[src/rtl/uart_tx_arbiter.sv]
// Round-robin arbiter sharing one UART serializer between N_REQ byte producers, with message lock.
// Latency: byte accepted on the valid&ready edge, tx_start pulses in the following cycle.
// Backpressure: req_ready is held low from accept until tx_done_tick; a stalled locked owner is dropped after LOCK_TIMEOUT cycles.
module uart_tx_arbiter #(
  parameter int N_REQ        = 4,
  parameter int LOCK_TIMEOUT = 1024
) (
  input  logic               clk,
  input  logic               reset_n,
  input  logic [N_REQ-1:0]   req_valid,
  input  logic [8*N_REQ-1:0] req_data,
  input  logic [N_REQ-1:0]   req_last,
  output logic [N_REQ-1:0]   req_ready,
  output logic               tx_start,
  output logic [7:0]         tx_data,
  input  logic               tx_done_tick,
  output logic [N_REQ-1:0]   grant,
  output logic               busy
);

  localparam int PTR_W = $clog2(N_REQ);
  localparam int CNT_W = $clog2(LOCK_TIMEOUT) + 1;
  localparam logic [CNT_W-1:0] TO_LAST = CNT_W'(LOCK_TIMEOUT - 1);

  typedef enum logic [1:0] {
    ST_ARB   = 2'd0,
    ST_START = 2'd1,
    ST_WAIT  = 2'd2
  } state_t;

  state_t             r_state;
  state_t             w_state_nxt;
  logic [PTR_W-1:0]   r_ptr;
  logic [PTR_W-1:0]   r_owner;
  logic               r_lock;
  logic               r_last;
  logic [CNT_W-1:0]   r_cnt;
  logic [7:0]         r_tx_data;
  logic [N_REQ-1:0]   r_grant;
  logic               w_sel_vld;
  logic [PTR_W-1:0]   w_sel_idx;
  logic               w_xfer;

  // Successor of a requester index, wrapping N_REQ-1 back to 0.
  function automatic logic [PTR_W-1:0] next_idx(input logic [PTR_W-1:0] i);
    if (i == PTR_W'(N_REQ - 1)) return '0;
    return i + 1'b1;
  endfunction

  // Candidate selection: locked owner only, otherwise first valid requester at or after ptr.
  // The loop runs from the farthest offset down so the nearest valid one is written last and wins.
  always_comb begin
    int j;
    j         = 0;
    w_sel_vld = 1'b0;
    w_sel_idx = '0;
    if (r_lock) begin
      w_sel_vld = req_valid[r_owner];
      w_sel_idx = r_owner;
    end else begin
      for (int k = N_REQ - 1; k >= 0; k--) begin
        j = int'(r_ptr) + k;
        if (j >= N_REQ) j = j - N_REQ;
        if (req_valid[j]) begin
          w_sel_vld = 1'b1;
          w_sel_idx = PTR_W'(j);
        end
      end
    end
  end

  // State register.
  always_ff @(posedge clk) begin
    if (!reset_n) r_state <= ST_ARB;
    else          r_state <= w_state_nxt;
  end

  // Next state and the combinational ready; ready is masked while reset is asserted.
  always_comb begin
    w_state_nxt = r_state;
    w_xfer      = 1'b0;
    req_ready   = '0;
    case (r_state)
      ST_ARB: begin
        if (w_sel_vld && reset_n) begin
          w_xfer               = 1'b1;
          req_ready[w_sel_idx] = 1'b1;
          w_state_nxt          = ST_START;
        end
      end
      ST_START: w_state_nxt = ST_WAIT;
      ST_WAIT:  if (tx_done_tick) w_state_nxt = ST_ARB;
      default:  w_state_nxt = ST_ARB;
    endcase
  end

  // Byte capture, grant/lock bookkeeping, rr pointer and lock idle timeout.
  always_ff @(posedge clk) begin
    if (!reset_n) begin
      r_ptr     <= '0;
      r_owner   <= '0;
      r_lock    <= 1'b0;
      r_last    <= 1'b0;
      r_cnt     <= '0;
      r_tx_data <= '0;
      r_grant   <= '0;
    end else if (w_xfer) begin
      r_tx_data <= req_data[{w_sel_idx, 3'b000} +: 8];
      r_last    <= req_last[w_sel_idx];
      r_grant   <= {{(N_REQ-1){1'b0}}, 1'b1} << w_sel_idx;
      r_owner   <= w_sel_idx;
      r_cnt     <= '0;
    end else if (r_state == ST_WAIT && tx_done_tick) begin
      if (r_last) begin
        r_lock  <= 1'b0;
        r_grant <= '0;
        r_ptr   <= next_idx(r_owner);
      end else begin
        r_lock  <= 1'b1;
      end
    end else if (r_state == ST_ARB && r_lock && !req_valid[r_owner]) begin
      if (r_cnt == TO_LAST) begin
        r_lock  <= 1'b0;
        r_grant <= '0;
        r_ptr   <= next_idx(r_owner);
        r_cnt   <= '0;
      end else if (r_cnt != '1) begin
        r_cnt   <= r_cnt + 1'b1;
      end
    end else if (!r_lock) begin
      r_cnt <= '0;
    end
  end

  assign tx_start = (r_state == ST_START);
  assign busy     = (r_state != ST_ARB);
  assign tx_data  = r_tx_data;
  assign grant    = r_grant;

endmodule

[config.mk]
export PLATFORM = sky130hd
export DESIGN_NAME = uart_tx_arbiter
export DESIGN_NICKNAME = d
export VERILOG_FILES = /design/src/rtl/uart_tx_arbiter.sv
export SDC_FILE = /design/constraint.sdc
export NUM_CORES = 1
export LEC_CHECK = 0
export ABC_AREA = 1
export BUFFER_PORTS_ARGS = -buffer_cell sky130_fd_sc_hd__buf_2
export CORE_MARGIN = 5
export CORE_UTILIZATION = 55
export CTS_BUF_LIST = sky130_fd_sc_hd__clkbuf_4
export CTS_CLUSTER_DIAMETER = 150
export CTS_CLUSTER_SIZE = 8
export DETAILED_ROUTE_END_ITERATION = 10
export PLACE_DENSITY_LB_ADDON = 0.05
export REMOVE_ABC_BUFFERS = 1
export SYNTH_ARGS = -nofsm -noshare
export SYNTH_HDL_FRONTEND = slang
export SYNTH_SLANG_ARGS = --single-unit
[constraint.sdc]
create_clock -name clk -period 4.2 [get_ports clk]
set_clock_uncertainty 0.2 [all_clocks]
set_input_delay 0.84 -clock clk [delete_from_list [all_inputs] [get_ports clk]]
set_output_delay 0.84 -clock clk [all_outputs]
set_load 0.02 [all_outputs]
==> results.ini, run 1 <==
[run_status]
status=completed

[synthesis]
netlist_area_um2=2120
synth_cell_type_count=38
ys_seq_elements=31
synth.avg_cell_area_um2=6.62
yosys_warnings=0
synth_seq_area_share_pct=29.3
syn_inst=320

[pwr]
power.density_nw_per_um2=358
leakage_nw=1.19
vdd_drop_max_v=0.000165

[layout]
n_fill_cell=371
nets=424
area_growth_pct=16.3
final_common_cell=nand2_1
most-common-layout-cells=nand2_1, buf_2, nand3_1
layout-drive-gt1-share_pct=29.7
antenna_cells=0

[setup_path]
endpoint_kind=primary output
r2r_slack_ns=1.68
crit_path_start_kind=flop
arrival_ns=2.45
regToRegStartpoint=r_ptr[0]$_SDFFE_PN0P_
cp_max_fo=21
path_class=flop to primary output
required_ns=3.16
reg2reg_to=tx_data[7]$_SDFFE_PN0P_
reg2reg_depth=16

[hold_path]
hold_depth=2
hp-start=tx_data[2]$_SDFFE_PN0P_
min_to=tx_data[2]$_SDFFE_PN0P_
hp-class=flop to flop

[clock_network]
cts_buffers=5
holdBufCountCts=0
path_clk_slew_ns=0.09
cts_tree=built
clockRootBuffer=clkbuf_4
cts_buffer_depth=2
postCtsSetupRepairBufs=0
h-tree-depth=2
post_cts_resized=0
clkLatencyLatePin_ns=0.33
cts_sinks=31

[drt]
firstDrtPassIters=4
vias=2182
drc=0
drt_iter0_markers=90
viasPerCell=5.10
wl_mm=4.83
wire_per_inst_um=11.3
detail-route-antenna-nets=0

[global_route]
grt_pass1_wl_mm=8.13
grt_pass1_vias=2006
grt_max_degree=23
antenna_found_initial=0
track_usage_pct=19.3
overflow=0

[place]
dp_hpwl_mm=3.83
io_buffers=60
place_congestion=0.830

[timing]
fin_hold_ws_ns=0.251
fmax_mhz=287
period_minus_slack_ns=3.49
rsz0062_at_grt=no
setup_viol=0
period_share_pct=83.1
finalMaxSlewViolations=0
finalHoldViolCount=0
worstMarginPinSlew_ns=0.470
slew_headroom_pct=68.6
setup_tns_ns=0

[run]
maxCapViolations=0

[floorplan]
initial_core_util_pct=57.4
fp.dieArea_um2=5190
coreArea_um2=3690
boundaryPins=61
die_y_um=72.1
fp-row-count=22
dieWidth_um=72.1

[metrics by stage]
stage,worst slack [ns],util (%),power (mW),cells,instance area [um^2]
after detailed placement,0.757,65.2,0.714,420,2410
after global routing,0.463,66.8,0.950,428,2460
final,0.711,66.8,0.883,428,2460
after floorplan,0.979,-,0.609,310,2030
after CTS,0.681,66.8,0.891,428,2460
after global placement,0.816,65.2,0.709,420,2410
[cells in the mapped netlist]
cell type / count / area (um^2)
a211oi_2: 1 / 12.5
a21boi_1: 1 / 7.51
a21oi_1: 15 / 75.1
a21oi_4: 1 / 16.3
a22oi_1: 1 / 7.51
and2_4: 1 / 8.76
buf_2: 1 / 5.00
buf_4: 3 / 22.5
buf_6: 5 / 56.3
clkbuf_1: 1 / 3.75
clkinv_1: 1 / 3.75
dfxtp_1: 31 / 621
ha_1: 2 / 25.0
inv_1: 28 / 105
inv_2: 5 / 18.8
inv_8: 1 / 11.3
nand2_1: 72 / 270
nand2_2: 21 / 131
nand2_4: 1 / 11.3
nand3_1: 46 / 230
nand3_2: 1 / 10.0
nand3_4: 1 / 17.5
nand4_1: 3 / 18.8
nor2_1: 36 / 135
nor2_2: 1 / 6.26
nor2_4: 4 / 45.0
nor3_1: 5 / 25.0
nor3_2: 1 / 10.0
nor3_4: 1 / 16.3
nor3b_2: 2 / 25.0
nor4_1: 1 / 6.26
o21a_1: 1 / 7.51
o21ai_0: 13 / 65.1
o21ai_1: 4 / 20.0
o21ai_2: 1 / 8.76
o22ai_1: 1 / 6.26
xnor2_1: 1 / 8.76
xor2_1: 5 / 43.8
[layer usage]
layer	vias up	track usage [%]	share of wire, %
met4	0	6.89	1.5
met3	7	5.54	6.7
met5	-	0	0
met1	967	24.1	46
li1	1153	-	-
met2	55	31.6	46
[state kept, by name (all words and copies together), names as in the netlist]
| name | flops |
|---|---|
| r_last | 1 |
| r_ptr | 2 |
| r_state | 2 |
| tx_data | 8 |
| r_lock | 1 |
| grant | 4 |
| r_cnt | 11 |
| r_owner | 2 |
[critical path: stages, from the launching register on]
cell,delay (ns)
dfxtp_1,0.62
nand2_1,0.12
nand2_2,0.11
nand2_2,0.06
nand2_1,0.05
nand2_1,0.05
nand2_1,0.05
nand2_1,0.04
nand2_1,0.05
nand2_1,0.06
nand2_2,0.34
inv_1,0.12
nor2_1,0.14
nand2_1,0.08
inv_1,0.06
buf_2,0.15
[cell type report]
type                            instances  area, um^2  share of cell area (%)
Inverter                               35         139                    5.64
Multi-Input combinational cell        244        1270                    51.6
Timing Repair Buffer                   62         315                    12.8
Tap cell                               48        60.1                    2.44
Clock inverter                          1        5.00                   0.203
Sequential cell                        31         621                    25.2
Clock buffer                            7        52.6                    2.13
[how the worst max path moves through the flow]
stage | start | endpoint | cells past startpoint
after global routing | r_ptr[0]$_SDFFE_PN0P_ | req_ready[3] | 15
after floorplan | req_valid[3] | req_ready[3] | 14
after CTS | r_ptr[0]$_SDFFE_PN0P_ | req_ready[3] | 15
after global placement | req_valid[3] | req_ready[1] | 15
after detailed placement | req_valid[3] | req_ready[3] | 16
final | r_ptr[0]$_SDFFE_PN0P_ | req_ready[3] | 15
[power breakdown]
group / leakage (nW) / switching [mW] / internal (mW)
clock: 0.0361 / 0.0995 / 0.0780
combinational: 0.899 / 0.236 / 0.124
sequential: 0.253 / 0.0226 / 0.323
total: 1.19 / 0.358 / 0.525
[kinds of logic after synthesis]
group | synth area share [%]
flops | 29.3
xor+xnor | 2.48
buf+inv | 10.7
fa+ha+maj | 1.18
compound gates | 10.7
simple gates | 45.7
(Power assumes the default switching activity.)
==> run 2: changes to the inputs <==
--- a/config.mk
+++ b/config.mk
@@ -8,7 +8,7 @@
 export ABC_AREA = 1
 export BUFFER_PORTS_ARGS = -buffer_cell sky130_fd_sc_hd__buf_2
 export CORE_MARGIN = 5
-export CORE_UTILIZATION = 55
+export CORE_UTILIZATION = 54
 export CTS_BUF_LIST = sky130_fd_sc_hd__clkbuf_4
 export CTS_CLUSTER_DIAMETER = 150
 export CTS_CLUSTER_SIZE = 8
==> constraint.sdc (replaced) <==
create_clock -name clk -period 3.3 [get_ports clk]
set_clock_uncertainty 0.2 [all_clocks]
set_input_delay 0.66 -clock clk [delete_from_list [all_inputs] [get_ports clk]]
set_output_delay 0.66 -clock clk [all_outputs]
set_load 0.02 [all_outputs]
==> results.ini, run 2 (synthesis results as in run 1) <==
[layout]
n_fill_cell=380  ; +2.4%
most-common-layout-cells=nand2_1, buf_2, nand3_1
design_area_um2=2480  ; +0.76%
stdcell_count=430  ; +0.47%
antenna_cells=0  ; unchanged
largest_reg_flops=11  ; unchanged
layout-drive-gt1-share_pct=30.4  ; +0.63 points
nets=426  ; +0.47%
register_area_um2=624  ; +0.60%
regMostFlops=r_cnt
area_growth_pct=17.2
multi_input_area_um2=1270  ; unchanged
final_common_cell=nand2_1

[clock_network]
cts_sinks=31  ; unchanged
post_cts_resized=0  ; unchanged
h-tree-depth=2  ; unchanged
clkLatencyLatePin_ns=0.32  ; about the same
clockRootBuffer=clkbuf_4
cts_buffer_depth=2  ; unchanged
holdBufCountCts=0  ; unchanged
postCtsSetupRepairBufs=0  ; unchanged
path_clk_slew_ns=0.09  ; about the same
cts_tree=built
cts_buffers=5  ; unchanged

[setup_path]
required_ns=2.44  ; -0.72 ns
crit_path_start_kind=primary input
cp_slowest_cell=nor2_4
cp.buffers_inverters=5  ; +2
path_class=primary input to primary output
arrival_ns=2.17  ; -0.28 ns
cp_max_fo=22  ; +4.8%
path_cells=buf_2 > inv_1 > nand2_1 > nand3_1 > nand2_2 > inv_1 > nor2_1 > nor2_1 > nand2_2 > nand3_4 > nand2_4 > nor2_4 > nand2_1 > inv_1 > buf_2
endpoint_kind=primary output
crit_top_cell=inv_1
crit_family=simple AND/OR/NAND/NOR gates
slowest_delay_ns=0.22  ; -0.40 ns

[pwr]
leakage_nw=1.20  ; +0.91%
clkPwrFrac_pct=19.9  ; -0.2 points
p_int_uw=672  ; +28%
swShare_pct=40.4  ; -0.17 points
vdd_drop_max_v=0.000277  ; +68%
p_sw_uw=455  ; +27%
power.density_nw_per_um2=454  ; +27%
seqPwrFrac_pct=39.1  ; about the same
p_comb_share_pct=41.0  ; +0.3 points

[timing]
slew_headroom_pct=73.3  ; +4.7 points
finalHoldViolCount=0  ; unchanged
worstMarginPinSlew_ns=0.397  ; -0.0729 ns
period_minus_slack_ns=3.03
fmax_mhz=331
setup_tns_ns=0  ; unchanged
finalMaxSlewViolations=0  ; unchanged
setup_viol=0  ; unchanged
rsz0062_at_grt=no
period_share_pct=91.7
layout_setup_ws_ns=0.275  ; -0.437 ns
fin_hold_ws_ns=0.263  ; +0.0119 ns

[floorplan]
dieWidth_um=72.6  ; +0.79%
coreArea_um2=3740  ; +1.5%
initial_core_util_pct=56.6  ; -0.84 points
fp-row-count=22  ; unchanged
boundaryPins=61  ; unchanged
die_y_um=72.6  ; +0.79%
fp.dieArea_um2=5280  ; +1.6%

[place]
dp_hpwl_mm=3.82  ; -0.31%
dpl_cell_area_um2=2420  ; +0.62%
io_buffers=60  ; unchanged
place_inst=422  ; +0.48%
place_congestion=0.840  ; +1.1%
pre_cts_slack_ns=0.247  ; -0.511 ns

[run_status]
status=completed

[global_route]
grt_pass1_vias=1944  ; -3.1%
grt_max_degree=23  ; unchanged
antenna_found_initial=0  ; unchanged
track_usage_pct=18.9  ; -0.42 points
overflow=0  ; unchanged
grt_pass1_wl_mm=8.04  ; -1.1%

[run]
maxCapViolations=0  ; unchanged

[drt]
detail-route-antenna-nets=0  ; unchanged
firstDrtPassIters=5  ; +1
drt_iter0_markers=103  ; +14%
wire_per_inst_um=11.2  ; -0.79%
viasPerCell=5.08  ; -0.33%
vias=2185  ; +0.14%
wl_mm=4.82  ; -0.33%
drc=0  ; unchanged

[hold_path]
hp-class=flop to flop

-- run 2: cell count changes in the layout (fill, tap and decap cells not counted) --
cell,change
buf_4,+2
dfxtp_1,-1
dfxtp_4,+1
-- run 2: worst reg2reg max path, delay by kind of cell, from the launching register on --
family / cells / cell delay [ns]
compound gates: 3 / 0.41
simple gates: 7 / 0.90
buf+inv: 1 / 0.06
flops: 1 / 0.40
fa+ha+maj: 1 / 0.25
-- run 2: metal layers --
layer | vias up | wire, um | track usage, % | share of wire, %
li1 | 1154 | - | - | -
met1 | 970 | 2170 | 22.5 | 45
met5 | - | 0 | 0 | 0
met2 | 59 | 2290 | 33.0 | 48
met4 | 0 | 13 | 4.30 | 0.27
met3 | 2 | 339 | 6.06 | 7.0
-- run 2: final timing paths --
check | startpoint | end | slack [ns] | cells past startpoint
hold reg to reg | tx_data[2]$_SDFFE_PN0P_ | tx_data[2]$_SDFFE_PN0P_ | 0.26 | 2
setup reg to reg | r_cnt[0]$_SDFFE_PP0P_ | grant[2]$_SDFFE_PN0P_ | 0.97 | 12
hold / removal | tx_data[2]$_SDFFE_PN0P_ | tx_data[2]$_SDFFE_PN0P_ | 0.26 | 2
setup / recovery | req_valid[3] | req_ready[1] | 0.27 | 15
-- run 2: area by class of cell --
class	count	share of cell area, %
multi-input cells	244	51.2
flip-flops and latches	31	25.2
repair buffers	64	13.3
inverters	35	5.59
well taps	48	2.42
clock buffers	7	2.12
clock inverters	1	0.202
-- run 2: power groups by stage --
stage	Combinational, mW	Sequential, mW	Clock (mW)
2_1_floorplan	0.304	0.472	0
3_3_place_gp	0.461	0.449	0
3_5_place_dp	0.468	0.448	0
4_1_cts	0.469	0.440	0.231
5_1_grt	0.519	0.446	0.249
6_report	0.463	0.440	0.224
-- run 2: stage by stage --
stage	utilization [%]	power, mW
floorplan	-	0.776
global placement	64.7	0.910
detailed placement	64.7	0.916
CTS	66.2	1.14
global route	66.3	1.21
finish	66.3	1.13
==> run 3: changes to the inputs <==
--- a/config.mk
+++ b/config.mk
@@ -6,7 +6,7 @@
 export NUM_CORES = 1
 export LEC_CHECK = 0
 export ABC_AREA = 1
-export BUFFER_PORTS_ARGS = -buffer_cell sky130_fd_sc_hd__buf_2
+export BUFFER_PORTS_ARGS = -buffer_cell sky130_fd_sc_hd__buf_4
 export CORE_MARGIN = 5
 export CORE_UTILIZATION = 54
 export CTS_BUF_LIST = sky130_fd_sc_hd__clkbuf_4
==> results.ini, run 3 (synthesis results as in run 1) <==
[run_status]
status=completed

[layout]
n_fill_cell=356  ; -6.3%
most-common-layout-cells=nand2_1, buf_4, nand3_1
regMostFlops=r_cnt
antenna_cells=0  ; unchanged
layout-drive-gt1-share_pct=29.7  ; -0.63 points
final_common_cell=nand2_1
area_growth_pct=23.4
largest_reg_flops=11  ; unchanged
nets=425  ; -0.23%
design_area_um2=2620  ; +5.3%

[run]
maxCapViolations=0  ; unchanged

[global_route]
overflow=0  ; unchanged
grt_pass1_wl_mm=8.76  ; +9.0%
track_usage_pct=20.4  ; +1.5 points
grt_max_degree=24  ; +4.3%
antenna_found_initial=0  ; unchanged
grt_pass1_vias=2111  ; +8.6%

[setup_path]
cp_slowest_cell=dfxtp_4
required_ns=2.44  ; about the same
slowest_delay_ns=0.44  ; +0.22 ns
endpoint_kind=primary output
crit_top_cell=nand2_2
arrival_ns=2.17  ; about the same
path_cells=inv_8 > nand2_2 > nand3_1 > nand2_2 > nand3_1 > nand2_2 > nand2_2 > nand3_4 > nand2_4 > nor2_4 > nand2_1 > inv_1 > buf_4
cp_max_fo=22  ; unchanged
path_class=flop to primary output
crit_path_start_kind=flop

[timing]
finalHoldViolCount=0  ; unchanged
finalMaxSlewViolations=0  ; unchanged
fmax_mhz=330  ; -0.16%
layout_setup_ws_ns=0.270  ; -0.00478 ns
setup_viol=0  ; unchanged
period_minus_slack_ns=3.03  ; +0.00478 ns
worstMarginPinSlew_ns=0.479  ; +0.0816 ns
slew_headroom_pct=68.1  ; -5.3 points
rsz0062_at_grt=no
period_share_pct=91.8  ; +0.14 points
setup_tns_ns=0  ; unchanged

[pwr]
power.density_nw_per_um2=438  ; -3.6%
leakage_nw=1.22  ; +2.0%
vdd_drop_max_v=0.000289  ; +4.5%

[floorplan]
fp.dieArea_um2=5280  ; unchanged
coreArea_um2=3740  ; unchanged
initial_core_util_pct=56.6  ; unchanged
die_y_um=72.6  ; unchanged
boundaryPins=61  ; unchanged
fp-row-count=22  ; unchanged
dieWidth_um=72.6  ; unchanged

[place]
dp_hpwl_mm=4.02  ; +5.5%
io_buffers=60  ; unchanged
place_congestion=0.823  ; -2.0%
dpl_cell_area_um2=2560  ; +5.6%
pre_cts_slack_ns=0.242  ; -0.00473 ns

[clock_network]
clkLatencyLatePin_ns=0.33  ; about the same
clockRootBuffer=clkbuf_4
h-tree-depth=2  ; unchanged
path_clk_slew_ns=0.10  ; about the same
cts_buffer_depth=2  ; unchanged
postCtsSetupRepairBufs=0  ; unchanged
holdBufCountCts=0  ; unchanged
cts_tree=built
cts_sinks=31  ; unchanged
cts_buffers=5  ; unchanged

[drt]
viasPerCell=5.09  ; +0.19%
drc=0  ; unchanged
vias=2179  ; -0.27%
wire_per_inst_um=12.3  ; +9.9%
drt_iter0_markers=72  ; -30%
wl_mm=5.27  ; +9.4%
firstDrtPassIters=4  ; -1
detail-route-antenna-nets=0  ; unchanged

[hold_path]
hp-class=flop to flop

==> run 3: routing by layer <==
layer	part of all wire [%]	up-vias	track usage (%)	wire length, um
met4	0.82	0	6.35	43
met5	0	-	0	0
met1	44	969	24.4	2330
met3	5.9	4	5.23	313
li1	-	1153	-	-
met2	49	53	35.6	2580
==> run 3: area by class of cell <==
| cell class | instances | area, um^2 | area share [%] |
|---|---|---|---|
| clock buffers | 5 | 37.5 | 1.44 |
| clock inverters | 2 | 8.76 | 0.335 |
| inverters | 35 | 139 | 5.31 |
| multi-input cells | 245 | 1280 | 48.9 |
| flip-flops and latches | 31 | 624 | 23.9 |
| well taps | 48 | 60.1 | 2.30 |
| repair buffers | 62 | 465 | 17.8 |
==> run 3: final timing paths <==
| path | start | endpoint | slack, ns | cells past startpoint |
|---|---|---|---|---|
| max reg2reg | r_cnt[0]$_SDFFE_PP0P_ | r_ptr[0]$_SDFFE_PN0P_ | 0.99 | 10 |
| min | grant[1]$_SDFFE_PN0P_ | grant[1]$_SDFFE_PN0P_ | 0.27 | 2 |
| min reg2reg | grant[1]$_SDFFE_PN0P_ | grant[1]$_SDFFE_PN0P_ | 0.27 | 2 |
| max | r_ptr[0]$_SDFFE_PN0P_ | req_ready[1] | 0.27 | 13 |
==> run 3: power breakdown <==
part           switching (mW)  internal (mW)  total (mW)
registers              0.0319          0.412       0.443
clock network           0.126         0.0754       0.202
logic                   0.310          0.190       0.500
total                   0.468          0.677        1.15
==> run 3: worst max-delay path: cells and delay by family (launching register included) <==
family	cells	cell delay (ns)
and+or+nand+nor	10	1.14
DFF	1	0.44
buffers and inverters	3	0.26
==> run 3: stage by stage <==
stage	utilization [%]	hold slack, ns	power (mW)	cells
5_1_grt	69.9	0.277	1.23	428
3_3_place_gp	68.3	0.245	0.939	420
4_1_cts	69.6	0.266	1.15	427
2_1_floorplan	-	0.245	0.776	310
6_report	69.9	0.266	1.15	428
3_5_place_dp	68.3	0.250	0.948	420
==> run 3: timing repair <==
action / CTS / global route
resized for setup: 1 / 1
setup endpoints to repair: 1 / 2
cloned: 0 / 1
